--- src/rtl/bus_master_arbiter.sv ---
// Two-master (CPU/DMA) to one-slave valid/ready bus arbiter with round-robin or
// fixed-CPU priority, one transaction (address then data phase) at a time.
module bus_master_arbiter #(
  parameter int ADDR_WIDTH     = 32,
  parameter int DATA_WIDTH     = 32,
  parameter int ROUND_ROBIN    = 1,
  parameter int TIMEOUT_CYCLES = 256
) (
  input  logic                  clock,
  input  logic                  reset,
  input  logic [ADDR_WIDTH-1:0] cpuAddress,
  input  logic                  cpuIsWrite,
  input  logic                  cpuValid,
  output logic                  cpuReady,
  input  logic [DATA_WIDTH-1:0] cpuWriteData,
  input  logic                  cpuWriteValidData,
  output logic                  cpuWriteReadyData,
  output logic [DATA_WIDTH-1:0] cpuReadData,
  output logic                  cpuReadValidData,
  input  logic                  cpuReadReadyData,
  input  logic [ADDR_WIDTH-1:0] dmaAddress,
  input  logic                  dmaIsWrite,
  input  logic                  dmaValid,
  output logic                  dmaReady,
  input  logic [DATA_WIDTH-1:0] dmaWriteData,
  input  logic                  dmaWriteValidData,
  output logic                  dmaWriteReadyData,
  output logic [DATA_WIDTH-1:0] dmaReadData,
  output logic                  dmaReadValidData,
  input  logic                  dmaReadReadyData,
  output logic [ADDR_WIDTH-1:0] slvAddress,
  output logic                  slvIsWrite,
  output logic                  slvValid,
  input  logic                  slvReady,
  output logic [DATA_WIDTH-1:0] slvWriteData,
  output logic                  slvWriteValidData,
  input  logic                  slvWriteReadyData,
  input  logic [DATA_WIDTH-1:0] slvReadData,
  input  logic                  slvReadValidData,
  output logic                  slvReadReadyData,
  output logic                  grantOwner,
  output logic                  busBusy,
  output logic                  timeoutError
);

  localparam int CW = $clog2(TIMEOUT_CYCLES) + 1;
  localparam logic [CW-1:0] TO_LAST = CW'(TIMEOUT_CYCLES - 1);

  typedef enum logic [1:0] {
    S_IDLE = 2'd0,
    S_ADDR = 2'd1,
    S_DATA = 2'd2
  } state_t;

  state_t          r_state;
  state_t          w_next_state;
  logic            r_grant_owner;
  logic            w_next_owner;
  logic            r_last_granted;
  logic            w_next_last;
  logic            r_is_write;
  logic            w_next_is_write;
  logic [CW-1:0]   r_count;
  logic [CW-1:0]   w_next_count;
  logic            r_timeout_error;
  logic            w_next_timeout;

  logic [ADDR_WIDTH-1:0] w_own_addr;
  logic [DATA_WIDTH-1:0] w_own_wdata;
  logic                  w_own_valid;
  logic                  w_own_is_write;
  logic                  w_own_wvalid;
  logic                  w_own_rready;
  logic                  w_data_hs;
  logic                  w_in_addr;
  logic                  w_in_wr;
  logic                  w_in_rd;

  assign w_own_addr     = r_grant_owner ? dmaAddress        : cpuAddress;
  assign w_own_wdata    = r_grant_owner ? dmaWriteData      : cpuWriteData;
  assign w_own_valid    = r_grant_owner ? dmaValid          : cpuValid;
  assign w_own_is_write = r_grant_owner ? dmaIsWrite        : cpuIsWrite;
  assign w_own_wvalid   = r_grant_owner ? dmaWriteValidData : cpuWriteValidData;
  assign w_own_rready   = r_grant_owner ? dmaReadReadyData  : cpuReadReadyData;

  // Forwarding is suppressed while reset is high so no half handshake escapes.
  assign w_in_addr = (r_state == S_ADDR) && !reset;
  assign w_in_wr   = (r_state == S_DATA) &&  r_is_write && !reset;
  assign w_in_rd   = (r_state == S_DATA) && !r_is_write && !reset;

  assign w_data_hs = r_is_write ? (w_own_wvalid && slvWriteReadyData)
                                : (slvReadValidData && w_own_rready);

  assign slvAddress        = w_in_addr ? w_own_addr : '0;
  assign slvIsWrite        = w_in_addr & w_own_is_write;
  assign slvValid          = w_in_addr & w_own_valid;
  assign cpuReady          = w_in_addr & ~r_grant_owner & slvReady;
  assign dmaReady          = w_in_addr &  r_grant_owner & slvReady;

  assign slvWriteData      = w_in_wr ? w_own_wdata : '0;
  assign slvWriteValidData = w_in_wr & w_own_wvalid;
  assign cpuWriteReadyData = w_in_wr & ~r_grant_owner & slvWriteReadyData;
  assign dmaWriteReadyData = w_in_wr &  r_grant_owner & slvWriteReadyData;

  assign cpuReadData       = (w_in_rd && !r_grant_owner) ? slvReadData : '0;
  assign dmaReadData       = (w_in_rd &&  r_grant_owner) ? slvReadData : '0;
  assign cpuReadValidData  = w_in_rd & ~r_grant_owner & slvReadValidData;
  assign dmaReadValidData  = w_in_rd &  r_grant_owner & slvReadValidData;
  assign slvReadReadyData  = w_in_rd & w_own_rready;

  assign grantOwner   = r_grant_owner;
  assign busBusy      = (r_state != S_IDLE);
  assign timeoutError = r_timeout_error;

  // Next-state, arbitration and timeout decisions.
  always_comb begin
    w_next_state    = r_state;
    w_next_owner    = r_grant_owner;
    w_next_last     = r_last_granted;
    w_next_is_write = r_is_write;
    w_next_count    = r_count;
    w_next_timeout  = 1'b0;
    case (r_state)
      S_IDLE: begin
        if (cpuValid && dmaValid) begin
          w_next_state = S_ADDR;
          w_next_owner = (ROUND_ROBIN != 0) ? ~r_last_granted : 1'b0;
        end else if (cpuValid || dmaValid) begin
          w_next_state = S_ADDR;
          w_next_owner = dmaValid;
        end else begin
          w_next_state = S_IDLE;
        end
      end
      S_ADDR: begin
        // An abandoned request leaves the fairness history untouched.
        if (!w_own_valid) begin
          w_next_state = S_IDLE;
        end else if (slvReady) begin
          w_next_state    = S_DATA;
          w_next_is_write = w_own_is_write;
          w_next_count    = '0;
        end else begin
          w_next_state = S_ADDR;
        end
      end
      S_DATA: begin
        if (w_data_hs) begin
          w_next_state = S_IDLE;
          w_next_last  = r_grant_owner;
        end else if (r_count == TO_LAST) begin
          w_next_state   = S_IDLE;
          w_next_last    = r_grant_owner;
          w_next_timeout = 1'b1;
        end else begin
          w_next_count = r_count + {{(CW-1){1'b0}}, 1'b1};
        end
      end
      default: begin
        w_next_state = S_IDLE;
      end
    endcase
  end

  // State and bookkeeping registers with synchronous reset.
  always_ff @(posedge clock) begin
    if (reset) begin
      r_state         <= S_IDLE;
      r_grant_owner   <= 1'b0;
      r_last_granted  <= 1'b1;
      r_is_write      <= 1'b0;
      r_count         <= '0;
      r_timeout_error <= 1'b0;
    end else begin
      r_state         <= w_next_state;
      r_grant_owner   <= w_next_owner;
      r_last_granted  <= w_next_last;
      r_is_write      <= w_next_is_write;
      r_count         <= w_next_count;
      r_timeout_error <= w_next_timeout;
    end
  end

endmodule

--- config.mk ---
export PLATFORM = sky130hd
export DESIGN_NAME = bus_master_arbiter
export DESIGN_NICKNAME = d
export VERILOG_FILES = /design/src/rtl/bus_master_arbiter.sv
export SDC_FILE = /design/constraint.sdc
export NUM_CORES = 1
export LEC_CHECK = 0
export CAP_MARGIN = 20
export CORE_AREA = 2 2 122 124
export CTS_CLUSTER_DIAMETER = 200
export DETAILED_ROUTE_END_ITERATION = 16
export DIE_AREA = 0 0 124 126
export SYNTH_ARGS = -nofsm -noshare
export SYNTH_HDL_FRONTEND = slang
export SYNTH_SLANG_ARGS = --single-unit
--- constraint.sdc ---
create_clock -name clock -period 1.8 [get_ports clock]
set_input_delay 0.36 -clock clock [delete_from_list [all_inputs] [get_ports clock]]
set_output_delay 0.36 -clock clock [all_outputs]
set_load 0.02 [all_outputs]
# --- Word level (Yosys, flattened, before mapping) ---
# Index checks and enable logic that the tools add are counted.
totals:
  out_inout_bits: 141
  reg_bits: 15
op_classes:
  n_mux: 28
  add_sub_neg: 1
  reduce_logical: 24
  n_eq_ne: 8
  n_bitwise: 19
ops:
  columns: ["op", "n"]
  rows:
  - ["$mux 32", 6]
  - ["$mux 9", 4]
  - ["$pmux 9 s2", 1]
  - ["$and 1x1->1", 16]
  - ["$mux 1", 12]
  - ["$logic_and 1x1->1", 10]
  - ["$add 9x1->9 const B", 1]
  - ["$eq 9x8->1 const B", 1]
  - ["$mux 2", 4]
  - ["$ne 2x2->1 const B", 4]
  - ["$reduce_bool 2->1", 4]
  - ["$pmux 2 s3", 1]
  - ["$reduce_and 5->1", 1]
  - ["$reduce_and 2->1", 2]
  - ["$logic_not 1->1", 3]
  - ["$ne 3x2->1 const B", 1]
  - ["$not 1->1", 3]
  - ["$reduce_and 3->1", 1]
  - ["$reduce_or 3->1", 1]
  - ["$eq 2x1->1 const B", 1]
  - ["$eq 2x2->1 const B", 1]
  - ["$logic_not 2->1", 1]
  - ["$logic_or 1x1->1", 1]

# --- Longest topological paths before layout ---
depth:
  word_depth: 5
  ltp_mapped: 8

# --- Least setup slack after synthesis ---
# No wires, ideal clock.
synth_path:
  kind: "register -> output"
  from: "register r_state[0]"
  to: "output dmaReadData[10]"
  path_buffers: 3
  setup_slack_ps: -160
  stages_incl_launch_ff: 7
  arrival_ps: 1600
  cell_sequence: "dfxtp_1 -> buf_6 -> or3b_1 -> buf_6 -> nor3b_4 -> buf_6 -> and2_1"
synth_via:
  elab_chain_cells: 5
synth_lines:
  columns: ["element", "line", "text"]
  rows:
  - ["start: declaration", "55", "state_t r_state;"]
  - ["start signal: assignment", "175", "r_state <= w_next_state;"]
  - ["$eq 2x2->1", "89", "assign w_in_rd = (r_state == S_DATA) && !r_is_write && !reset;"]
  - ["$logic_and 1x1->1 (2 in a row)", "89", null]
  - ["$logic_and 1x1->1", "106", "assign dmaReadData = (w_in_rd && r_grant_owner) ? slvReadData : '0;"]
  - ["$mux 32", "106", null]
  - ["end: declaration", "28", "output logic [DATA_WIDTH-1:0] dmaReadData,"]
# Every way passes these cells.

# --- Final worst setup path ---
layout_path:
  from: "register r_state[0]"
  to: "output dmaReadData[0]"
# Same word-level chain as after synthesis.

==> metrics <==
Max clock buf depth 2; Layout fillers 1293; CTS Buf Count 3; sequential power share 16.4%; Place WS -1020 ps; status finished, violations left; Power Dens Cells 287 nW/um2; maximum vdd ir drop 0.000222 V; M3 GR Usage 2.58%; Setup WS post-layout -391 ps; final instance area 7400 um2; GR peak layer met2; CP required 1440 ps; GR Util All Layers 16.1%; Syn. warnings 0; Final min period 2190 ps; Die Y 126 um; layout cell share with drive strength beyond 1 53.1%; Setup CP Type reg2out; Int Pwr 1460 uW; clk_lat worst skew 250 ps; Mapped Area 2390 um2; commonest non-fill, non-tap cell in the layout clkdlybuf4s50_1; sw frac 31.3%; PortBufs 313; leading cell types in the layout, fill and taps excluded 172 x clkdlybuf4s50_1, 72 x buf_4, 70 x buf_6, 47 x mux2i_1, 43 x nor2_1; Clock Sink Count 15; Hold Buf Count CTS 0; leakage 0.00297 uW; routability cong. 0.854; Root Buffer clkbuf_16; total die area 15600 um2; Area growth syn-to-layout 209%; Detailed Routing Iterations Pass 1 4; CP Capture Type primary output; Final ANT Viol Nets 0; antenna violations before repair 0; I/O pin cnt 314; hold violation count in the final report 0; fmax 456 MHz; Seq cells post-synth 15; Placed Area 6330 um2; grt met1 use 16.9%; H-tree levels 1; overall power 2120 uW; Residual DRC 0; largest net degree at the start of global routing 35; Routed WL per cell 16.3 um; Initial Util 16.7%; Mapped Nets 507; routed vias/inst 4.39; Comb power frac 62.7%; synth unique cells 44; sequential cell area fraction in the yosys report 12.6%; core area 14300 um2; synthesized instance count 332; total gr overflow 0; share of total power in the clock network 20.9%; DP HPWL 11100 um; Clock Skews 1.05 ps; failing checks setup timing; via count 3952; Max Cap Viol 0; number of diodes 0; slew margin rel. 75.8%; initial DRC count 77; final-report max-slew violation count 0; Worst Tran Pin Value 354 ps; sw power 665 uW; first-pass GRT wire length 19900 um; synthesized area per cell 7.21 um2; M2 GR Usage 31.9%; CTS tree yes; Worst Setup Start Kind register; Worst-path clk slew 50 ps; WL final 14700 um; RSZ-0062 raised after global routing true; worst-path maximum fanout 8; row cnt 44; Finish-stage setup viols 114; Worst Hold Class reg2reg; CP Data Arrival Time 1830 ps; Die X 124 um; Layout Nets 892; vias in the first global route 3876; final period utilization 122%
==> worst paths after layout <==
check	from	to	cells past startpoint	slack, ps
setup / recovery	r_state[0]$_SDFFE_PP0P_	dmaReadData[0]	7	-390
hold / removal	r_count[6]$_SDFFE_PP0P_	r_count[6]$_SDFFE_PP0P_	1	470
setup reg to reg	r_count[0]$_SDFFE_PP0P_	r_count[8]$_SDFFE_PP0P_	8	-50
hold reg to reg	r_count[6]$_SDFFE_PP0P_	r_count[6]$_SDFFE_PP0P_	1	470
==> registers in the layout, indices dropped and copies added, names as in the netlist <==
name            flops
timeoutError        1
r_count             9
r_is_write          1
r_last_granted      1
grantOwner          1
r_state             2
==> layout make-up <==
class / instances / area [um2] / area share [%]
multi-input combinational: 289 / 2550 / 34.5
sequential: 15 / 307 / 4.14
inverter: 3 / 11.3 / 0.152
timing repair buffer: 405 / 4220 / 57.1
tap: 184 / 230 / 3.11
clock buffer: 4 / 78.8 / 1.06
==> per-stage QoR <==
stage | instances | hold slack, ps | utilization (%) | setup TNS, ps
final | 900 | 473 | 51.7 | -27550
after detailed placement | 857 | 462 | 44.2 | -122860
after floorplan | 332 | 439 | - | -5190
after global placement | 857 | 456 | 44.2 | -120470
after CTS | 879 | 471 | 46.8 | -30560
after global routing | 900 | 497 | 51.7 | -36430
==> Yosys cell counts (all sizes together) <==
master	number	share of area (%)
nor2b	1	0.26
o32ai	1	0.68
nand3	3	0.63
inv	3	0.47
nor3	3	0.84
o211ai	1	0.31
and2	67	18
a211oi	1	0.31
o22ai	2	0.52
clkbuf	7	1.1
nor2	81	13
o221ai	1	0.37
o22a	1	0.37
or4	1	0.31
nand4	2	0.52
nor4	1	0.26
a21oi	7	1.6
a31oi	5	1.3
nand2b	3	0.78
nand3b	1	0.31
and3	2	0.52
ha	2	1.0
dfxtp	15	13
a21o	2	0.63
o21ai	6	1.3
o31ai	1	0.31
nand2	8	1.3
a311oi	2	0.73
and4	2	0.73
nor3b	4	2.2
a32oi	2	0.73
buf	19	5.3
or3b	1	0.37
and3b	1	0.37
nand4b	3	1.1
mux2	1	0.47
mux2i	69	29
==> worst max-delay path, stage by stage, from the launching register on <==
cell and delay, ps:
dfxtp_1 320, or3b_4 410, nor3b_4 220, buf_12 150
buf_8 120, buf_16 120, and2_4 140, buf_6 100
==> per-layer routing <==
metal / part of all wire (%) / vias to the layer above
li1: - / 1912
met1: 35 / 1798
met2: 55 / 221
met3: 8.2 / 21
met4: 1.8 / 0
met5: 0 / -
==> cell families (layout without fill, tap and decap cells) <==
kind of cell	after synthesis	count (layout)	share of synthesized area (%)
compound gates	32	33	9.15
fa+ha+maj	2	2	1.05
buf+inv	29	412	6.90
flops	15	15	12.6
mux	70	70	29.7
simple gates	184	184	40.7
==> power groups by stage <==
stage	registers, uW	clock network, uW	logic, uW
after global routing	348	465	1410
after global placement	355	0	1030
after detailed placement	356	0	1040
after CTS	347	450	1100
after floorplan	352	0	379
final	348	444	1330
==> timing repair <==
action / 4_1_cts / 5_1_grt
pin swaps: 8 / 18
setup endpoints to repair: 148 / 148
gates cloned: 4 / 8
buffers inserted: 14 / 15
gates resized for setup: 633 / 119
(Power assumes the default switching activity.)
